--- src/rtl/gyro_integrator_if.sv ---
// Gyro integrator port bundle: frame input from the capture block plus the CPU read port.
interface gyro_integrator_if;
    logic        SAMPLE_ST;
    logic [15:0] GYRO_X;
    logic [15:0] GYRO_Y;
    logic [15:0] GYRO_Z;
    logic        CAL_REQ;
    logic        ZERO;
    logic [3:0]  A;
    logic [31:0] RD;
    logic        READY;

    modport master (
        output SAMPLE_ST, GYRO_X, GYRO_Y, GYRO_Z, CAL_REQ, ZERO, A,
        input  RD, READY
    );

    modport slave (
        input  SAMPLE_ST, GYRO_X, GYRO_Y, GYRO_Z, CAL_REQ, ZERO, A,
        output RD, READY
    );
endinterface

--- src/rtl/gyro_integrator.sv ---
// Gyro bias calibration plus three saturating angle integrators; frame at t is visible on RD at t+2.
// No backpressure: a strobe is accepted every cycle and the two-stage pipeline never stalls.
module gyro_integrator #(
    parameter int CAL_LOG2 = 6,
    parameter int DEADBAND = 4
) (
    input logic              CLK,
    input logic              RESET,
    gyro_integrator_if.slave bus
);
    localparam int SW = 16 + CAL_LOG2;
    localparam logic [0:0] ST_CAL = 1'b0;
    localparam logic [0:0] ST_RUN = 1'b1;
    localparam logic signed [16:0] DB_HI = 17'(DEADBAND);
    localparam logic signed [16:0] DB_LO = -DB_HI;
    localparam logic signed [31:0] ANG_MAX = 32'sh7FFF_FFFF;
    localparam logic signed [31:0] ANG_MIN = 32'sh8000_0000;

    logic [0:0]          state;
    logic                ready;
    logic [CAL_LOG2-1:0] cal_cnt;
    logic                s1_vld;
    logic [31:0]         frame_cnt;

    logic signed [SW-1:0] sum_q    [3];
    logic signed [15:0]   bias_q   [3];
    logic signed [31:0]   angle_q  [3];
    logic signed [16:0]   corr_q   [3];

    logic signed [15:0]   gyro      [3];
    logic signed [SW-1:0] full_sum  [3];
    logic signed [SW-1:0] avg       [3];
    logic signed [16:0]   corr_raw  [3];
    logic signed [16:0]   corr_db   [3];
    logic signed [32:0]   acc       [3];
    logic signed [31:0]   angle_nxt [3];

    logic take_frame;
    logic cal_last;
    logic s1_load;

    assign gyro[0] = bus.GYRO_X;
    assign gyro[1] = bus.GYRO_Y;
    assign gyro[2] = bus.GYRO_Z;

    // A strobe coinciding with CAL_REQ is dropped in both states.
    assign take_frame = bus.SAMPLE_ST && !bus.CAL_REQ;
    assign cal_last   = (state == ST_CAL) && take_frame && (cal_cnt == {CAL_LOG2{1'b1}});
    assign s1_load    = (state == ST_RUN) && take_frame;

    always_comb begin
        for (int i = 0; i < 3; i++) begin
            full_sum[i] = sum_q[i] + SW'(gyro[i]);
            avg[i]      = full_sum[i] >>> CAL_LOG2;
            corr_raw[i] = 17'(gyro[i]) - 17'(bias_q[i]);
            corr_db[i]  = (corr_raw[i] >= DB_LO && corr_raw[i] <= DB_HI) ? '0 : corr_raw[i];
            acc[i]      = 33'(angle_q[i]) + 33'(corr_q[i]);
            // Overflow shows up as the two top bits disagreeing; clamp toward the sign of the sum.
            if (acc[i][32] != acc[i][31]) begin
                angle_nxt[i] = acc[i][32] ? ANG_MIN : ANG_MAX;
            end else begin
                angle_nxt[i] = acc[i][31:0];
            end
        end
    end

    always_ff @(posedge CLK) begin
        if (RESET) begin
            state     <= ST_CAL;
            ready     <= 1'b0;
            cal_cnt   <= '0;
            s1_vld    <= 1'b0;
            frame_cnt <= '0;
            for (int i = 0; i < 3; i++) begin
                sum_q[i]   <= '0;
                bias_q[i]  <= '0;
                angle_q[i] <= '0;
                corr_q[i]  <= '0;
            end
        end else begin
            s1_vld <= s1_load;
            if (s1_vld) begin
                frame_cnt <= frame_cnt + 32'd1;
            end
            for (int i = 0; i < 3; i++) begin
                corr_q[i] <= corr_db[i];
                if (bus.ZERO) begin
                    angle_q[i] <= '0;
                end else if (s1_vld) begin
                    angle_q[i] <= angle_nxt[i];
                end
            end

            if (bus.CAL_REQ) begin
                state   <= ST_CAL;
                ready   <= 1'b0;
                cal_cnt <= '0;
                for (int i = 0; i < 3; i++) begin
                    sum_q[i] <= '0;
                end
            end else if (state == ST_CAL && bus.SAMPLE_ST) begin
                if (cal_last) begin
                    state   <= ST_RUN;
                    ready   <= 1'b1;
                    cal_cnt <= '0;
                    for (int i = 0; i < 3; i++) begin
                        bias_q[i] <= avg[i][15:0];
                        sum_q[i]  <= '0;
                    end
                end else begin
                    cal_cnt <= cal_cnt + CAL_LOG2'(1);
                    for (int i = 0; i < 3; i++) begin
                        sum_q[i] <= full_sum[i];
                    end
                end
            end
        end
    end

    always_comb begin
        bus.RD = '0;
        case (bus.A)
            4'd0:    bus.RD = angle_q[0];
            4'd1:    bus.RD = angle_q[1];
            4'd2:    bus.RD = angle_q[2];
            4'd3:    bus.RD = 32'(bias_q[0]);
            4'd4:    bus.RD = 32'(bias_q[1]);
            4'd5:    bus.RD = 32'(bias_q[2]);
            4'd6:    bus.RD = {30'b0, state == ST_CAL, ready};
            4'd7:    bus.RD = frame_cnt;
            default: bus.RD = '0;
        endcase
    end

    assign bus.READY = ready;
endmodule

--- src/flat_wrapper.sv ---
// flat-port wrapper written by rule: the top's interface ports become plain ports
module gyro_integrator_flat 
#(
    parameter int CAL_LOG2 = 6,
    parameter int DEADBAND = 4
)
  (CLK, RESET, bus_SAMPLE_ST, bus_GYRO_X, bus_GYRO_Y, bus_GYRO_Z, bus_CAL_REQ, bus_ZERO, bus_A, bus_RD, bus_READY);
  gyro_integrator_if bus_i ();
  input logic CLK;
  input logic RESET;
  input wire logic [$bits(bus_i.SAMPLE_ST)-1:0] bus_SAMPLE_ST;
  input wire logic [$bits(bus_i.GYRO_X)-1:0] bus_GYRO_X;
  input wire logic [$bits(bus_i.GYRO_Y)-1:0] bus_GYRO_Y;
  input wire logic [$bits(bus_i.GYRO_Z)-1:0] bus_GYRO_Z;
  input wire logic [$bits(bus_i.CAL_REQ)-1:0] bus_CAL_REQ;
  input wire logic [$bits(bus_i.ZERO)-1:0] bus_ZERO;
  input wire logic [$bits(bus_i.A)-1:0] bus_A;
  output wire logic [$bits(bus_i.RD)-1:0] bus_RD;
  output wire logic [$bits(bus_i.READY)-1:0] bus_READY;
  assign bus_i.SAMPLE_ST = bus_SAMPLE_ST;
  assign bus_i.GYRO_X = bus_GYRO_X;
  assign bus_i.GYRO_Y = bus_GYRO_Y;
  assign bus_i.GYRO_Z = bus_GYRO_Z;
  assign bus_i.CAL_REQ = bus_CAL_REQ;
  assign bus_i.ZERO = bus_ZERO;
  assign bus_i.A = bus_A;
  assign bus_RD = bus_i.RD;
  assign bus_READY = bus_i.READY;
  gyro_integrator #(.CAL_LOG2(CAL_LOG2), .DEADBAND(DEADBAND)) u_core (.CLK(CLK), .RESET(RESET), .bus(bus_i));
endmodule
--- config.mk ---
export PLATFORM = sky130hd
export DESIGN_NAME = gyro_integrator_flat
export DESIGN_NICKNAME = d
export VERILOG_FILES = /design/src/rtl/gyro_integrator_if.sv /design/src/rtl/gyro_integrator.sv /design/src/flat_wrapper.sv
export SDC_FILE = /design/constraint.sdc
export NUM_CORES = 1
export LEC_CHECK = 0
export CAP_MARGIN = 20
export CORE_UTILIZATION = 35
export CTS_CLUSTER_DIAMETER = 120
export CTS_CLUSTER_SIZE = 25
export DETAILED_ROUTE_END_ITERATION = 16
export PLACE_DENSITY_LB_ADDON = 0.12
export SETUP_SLACK_MARGIN = 0.3
export SLEW_MARGIN = 20
export SYNTH_ARGS = -nofsm -noshare
export SYNTH_HDL_FRONTEND = slang
export SYNTH_SLANG_ARGS = --single-unit
--- constraint.sdc ---
create_clock -name CLK -period 3.51 [get_ports CLK]
set_input_delay 0.5265 -clock CLK [delete_from_list [all_inputs] [get_ports CLK]]
set_output_delay 0.5265 -clock CLK [all_outputs]
set_load 0.05 [all_outputs]
# Word level (Yosys, flattened, before mapping)
# Memory sizes are Yosys's and may differ from the RTL's.
# Cells that the tools add are included.
[word_totals] register_bits=40 ramBits=261 in_bits=57 output_inout_bits=33 word_cells=125 memories=4
[mem_list] memory="u_core.angle_q" depth=3 word_bits=32 rd=3 rd_ports_with_merged_regs=0 write_ports=3 line="gyro_integrator.sv:27" source="logic signed [31:0] angle_q [3];"
[mem_list] memory="u_core.sum_q" depth=3 word_bits=22 rd=3 rd_ports_with_merged_regs=0 write_ports=3 line="gyro_integrator.sv:25" source="logic signed [SW-1:0] sum_q [3];"
[mem_list] memory="u_core.corr_q" depth=3 word_bits=17 rd=3 rd_ports_with_merged_regs=0 write_ports=3 line="gyro_integrator.sv:28" source="logic signed [16:0] corr_q [3];"
[mem_list] memory="u_core.bias_q" depth=3 word_bits=16 rd=3 rd_ports_with_merged_regs=0 write_ports=3 line="gyro_integrator.sv:26" source="logic signed [15:0] bias_q [3];"
[classes] add_sub_neg=11 magnitude_cmp=6 eq_ne=11 muxes=55 n_bitwise=22 reduce_logical=12
[op_table] operator="32-bit 2-to-1 mux" n=12
[op_table] operator="32-bit case mux with 8 select lines" n=1
[op_table] operator="22-bit 2-to-1 mux" n=9
[op_table] operator="17-bit 2-to-1 mux" n=6
[op_table] operator="32-bit by 17-bit adder with 33-bit output" n=3
[op_table] operator="22-bit by 16-bit adder with 22-bit output" n=3
[op_table] operator="17-bit by 3-bit greater-or-equal comparator with 1-bit output (second input constant)" n=3
[op_table] operator="17-bit by 4-bit less-or-equal comparator with 1-bit output (second input constant)" n=3
[op_table] operator="16-bit by 16-bit subtractor with 17-bit output" n=3
[op_table] operator="16-bit 2-to-1 mux" n=3
[op_table] operator="32-bit by 1-bit adder with 32-bit output (second input constant)" n=1
[op_table] operator="1-bit 2-to-1 mux" n=23
[op_table] operator="1-bit bitwise OR" n=21
[op_table] operator="4-bit by 3-bit == test with 1-bit output (second input constant)" n=4
[op_table] operator="4-bit by 2-bit == test with 1-bit output (second input constant)" n=2
[op_table] operator="1-bit logical AND" n=8
[op_table] operator="6-bit by 1-bit adder with 6-bit output (second input constant)" n=1
[op_table] operator="6-bit == test (second input constant)" n=1
[op_table] operator="6-bit 2-to-1 mux" n=1
[op_table] operator="4-bit by 1-bit == test with 1-bit output (second input constant)" n=1
[op_table] operator="4-bit zero test" n=1
[op_table] operator="1-bit inequality test" n=3
[op_table] operator="2-bit AND reduction" n=1
[op_table] operator="2-bit OR reduction" n=1
[op_table] operator="other kinds (2)" n=2

# Logic depth before layout (Yosys ltp)
[depth] ltp_word=11 depth_mapped=15 depth_no_buf=15

# Worst setup path before layout
# Ideal clock, no wire load.
[synth_timing] path_kind="input-to-reg" start="in bus_GYRO_Z[0]" end="mem u_core.corr_q[2][2], in the netlist u_core.corr_q[0][36]" setup_time_ps=121 arrival_time_ps=3348 t_required_ps=3389 slack_ps=41 path_stages=15 n_path_buf=0 cell_sequence="inv_1 -> ha_1 -> inv_1 -> fa_1 -> a21o_1 -> a21oi_2 -> o21bai_2 -> a2111o_1 -> a31o_1 -> a21oi_2 -> xnor2_1 -> or4_1 -> nor4_2 -> a31o_2 -> nor2_1"
[synth_rtl] element="from (decl)" line="flat_wrapper.sv:14" source="input wire logic [$bits(bus_i.GYRO_Z)-1:0] bus_GYRO_Z;"
[synth_rtl] element="to (decl)" line="gyro_integrator.sv:28"

==> impl_results.md <==
* DRT antenna net count at 0
* Sw Pwr at 3.34 mW
* Global-route wire length before repair at between 100000 and 150000 um
* Antenna violations before repair at 0
* Post-synth ARST share at 0%
* MaxCap Viol Count at 0
* Fmax at about 280 MHz
* # diodes at 0
* Cells after Synth at 2382
* Routed WL at between 70000 and 80000 um
* Vias at between 15000 and 20000
* Drt pass-1 iters at 5
* Placed Cells at about 3500
* Seq/Total Area, Yosys at roughly 37%
* Period utilization at 103%
* Worst-Margin Slew at 0.729 ns
* Final min period at 3.63 ns
* Setup ws final at -0.115 ns
* H-tree depth at 1
* Min-delay worst type: in -> reg
* Final setup vio count at 15
* Ys flop type: edfxtp_1
* Sequential share of power at 42.3%
* Peak VDD IR at 0.269 mV
* Area growth syn-to-layout at 33.9%
* DR WL/cell at 19.5 um
* Clk pwr share at between 20 and 25%
* Sink Count at approximately 300
* Clock latency on the worst-skew pair at 0.54 ns
* WP data required at around 3.8 ns
* Slew headroom at 51.4%
* YS warnings at 0
* Total GRT Usage at a little over a fifth
* Mapped cell area at between 20000 and 25000 um^2
* Library cells used by synthesis at 91
* WS Path Type: reg -> reg
* Nets at 3071
* Clk_skew at 0.0208 ns
* Gr ovfl total at 0
* Worst-path clk slew at around 0.11 ns
* Core Region at 61600 um^2
* #FFs+latches synth at 301
* Power Internal at 6.55 mW
* Vias per cell at 5.31
* Fin. max-slew vios at 0
* WP data arrival at 3.93 ns
* Design Power at 9.89 mW
* Die width at between 200 and 300 um
* Starting Density at 35.4%
* Number of flops mapped to enable cells by yosys at 210
* Largest net degree at the start of global routing at 68
* I/O Buffers at between 80 and 90
* Syn Area/Cell at 9.15 um^2
* Pleak at approximately 13 nW
* Die H at 252 um
* Clock buffer depth at 3
* RSZ-0062 raised after global routing: yes
* Max FO, Critical Path at 2
* Site row count at 91
* Sw frac at 33.8%
* CP endpoint kind: flop
* Failing checks: setup timing
* # fillers at between 5000 and 6000
* Syn_nets at 2657
* Residual DRC count at 0
* CTS Buf Count at 16
* Layout cells sized above 1 at 25.9%
* Final Non-Filler Cells at 3643
* Final count of hold timing violations at 0
* Die area at 63300 um^2
* # IOs at 90
* Crit start category: flop
* Initial DRC count at 1208
* Status: finished, violations left
* Placer congestion estimate at 0.912
* Root Driver: clkbuf_16
* PD cells at 339 nW/um^2
* TritonCTS clock tree: built
* Hpwl dp at 52400 um
* Vias in the first global route at 18900
* Combinational cell fraction of total power at between 30 and 40%
registers in the layout (all words and copies together) (netlist names):
signal and cells:
u_core.cal_cnt 6, u_core.s1_vld 1, u_core.angle_q 96, u_core.frame_cnt 32, u_core.bias_q 48, u_core.state 1
u_core.sum_q 66, u_core.corr_q 51
power by group through the flow:
stage	Combinational (mW)	Sequential (mW)	Clock, mW
after floorplan	1.93	4.17	0
after global placement	3.01	4.27	0
after detailed placement	3.03	4.27	0
after CTS	3.23	4.19	2.28
after global routing	3.82	4.20	2.39
final	3.50	4.19	2.20
kinds of logic (layout without fill, tap and decap cells):
| kind of cell | count (synthesis) | after routing | synth area share, % |
|---|---|---|---|
| DFF | 301 | 301 | 37.3 |
| AOI/OAI and AO/OA | 689 | 690 | 20.9 |
| buffers and inverters | 201 | 624 | 3.70 |
| adders and majority gates | 220 | 220 | 12.9 |
| muxes | 14 | 14 | 0.671 |
| and+or+nand+nor | 766 | 766 | 16.9 |
| xor gates and xnor gates | 191 | 191 | 7.71 |
worst max-delay path: stages (launching register included):
cell       delay (ns)
edfxtp_1         0.43
ha_2             0.22
fa_2             0.37
a21oi_4          0.20
o21ai_4          0.09
a2111oi_4        0.38
o41ai_2          0.13
a21o_1           0.24
buf_4            0.15
a311o_1          0.36
a221oi_2         0.32
a21oi_1          0.11
nor2_1           0.12
xor2_1           0.18
o21ai_1          0.08
Yosys cell counts, drive strengths merged, types with 7 or more instances:
library cell | count | area [um^2]
o21a | 31 | 233
dfxtp | 91 | 1820
mux2i | 9 | 90.1
o31ai | 14 | 105
a21oi | 146 | 746
nand2 | 116 | 440
xnor2 | 86 | 761
nand3 | 79 | 405
a31oi | 15 | 93.8
a21o | 92 | 691
a221oi | 7 | 67.6
a21boi | 11 | 82.6
a22oi | 67 | 503
nand4 | 33 | 206
xor2 | 105 | 920
nand2b | 31 | 194
o21ai | 181 | 906
buf | 16 | 77.6
clkbuf | 54 | 208
fa | 9 | 180
nor2b | 33 | 206
a31o | 7 | 61.3
or2 | 9 | 56.3
o21bai | 18 | 139
nand3b | 9 | 67.6
o41ai | 9 | 105
and2 | 20 | 125
a211oi | 16 | 120
inv | 130 | 488
o211ai | 10 | 75.1
nor3 | 54 | 270
and3 | 26 | 163
or3 | 16 | 101
edfxtp | 210 | 6310
nor2 | 304 | 1140
ha | 209 | 2620
nor3b | 9 | 67.6
and4 | 7 | 61.3
through the flow:
| step | TNS [ns] | setup slack [ns] | instance area, um^2 | utilization, % | hold WS [ns] |
|---|---|---|---|---|---|
| after floorplan | 0 | 0.225 | 21900 | - | 0.453 |
| after global placement | -35.26 | -0.537 | 26100 | 42.3 | 0.470 |
| after detailed placement | -39.44 | -0.588 | 26100 | 42.3 | 0.489 |
| after CTS | -0.424 | -0.0481 | 27900 | 45.3 | 0.505 |
| after global routing | -8.20 | -0.204 | 29200 | 47.4 | 0.515 |
| final | -0.331 | -0.115 | 29200 | 47.4 | 0.499 |
path summary, 6_finish.rpt:
kind	startpoint	endpoint	slack, ns	cells past startpoint
worst max-delay path	u_core.angle_q[1][0]$_SDFFCE_PN0P_	u_core.angle_q[1][22]$_SDFFCE_PN0P_	-0.12	14
worst min-delay path	bus_GYRO_Y[0]	u_core.sum_q[0][22]$_SDFFCE_PN0P_	0.50	4
worst max register to register	u_core.angle_q[1][0]$_SDFFCE_PN0P_	u_core.angle_q[1][22]$_SDFFCE_PN0P_	-0.12	14
worst min register to register	u_core.cal_cnt[5]$_SDFFE_PP0P_	u_core.cal_cnt[5]$_SDFFE_PP0P_	0.51	2
layout by cell type (no fill, tap or decap), types with 66 or more instances in the layout:
master	instances
inv_1	128
a21oi_1	127
nand2_1	109
a22oi_1	66
dfxtp_1	90
edfxtp_1	210
xor2_1	104
nor2_1	266
buf_4	305
nand3_1	68
o21ai_2	83
a21o_1	92
ha_1	191
xnor2_1	80
o21ai_0	67
layer usage:
metal | global-route usage [%] | vias up | routed length [um]
li1 | - | 9591 | -
met1 | 29.7 | 9295 | 33800
met5 | 0 | - | 0
met4 | 7.32 | 0 | 2460
met3 | 2.56 | 91 | 2870
met2 | 34.2 | 381 | 31900
final cells by class:
type	instances	area (um^2)	share of cell area (%)
Clock buffer	25	455	1.56
Clock inverter	3	31.3	0.107
Inverter	130	500	1.71
Multi-Input combinational cell	1881	14300	49.0
Sequential cell	301	8130	27.8
Tap cell	837	1050	3.59
Timing Repair Buffer	466	4720	16.2
what timing repair did:
action / CTS / global route
hold buffers: 0 / 0
buffers inserted: 59 / 29
pin swaps: 56 / 126
gates resized for setup: 176 / 269
setup endpoints to repair: 185 / 192
gates cloned: 11 / 7
Power figures use the tool's default switching activity.
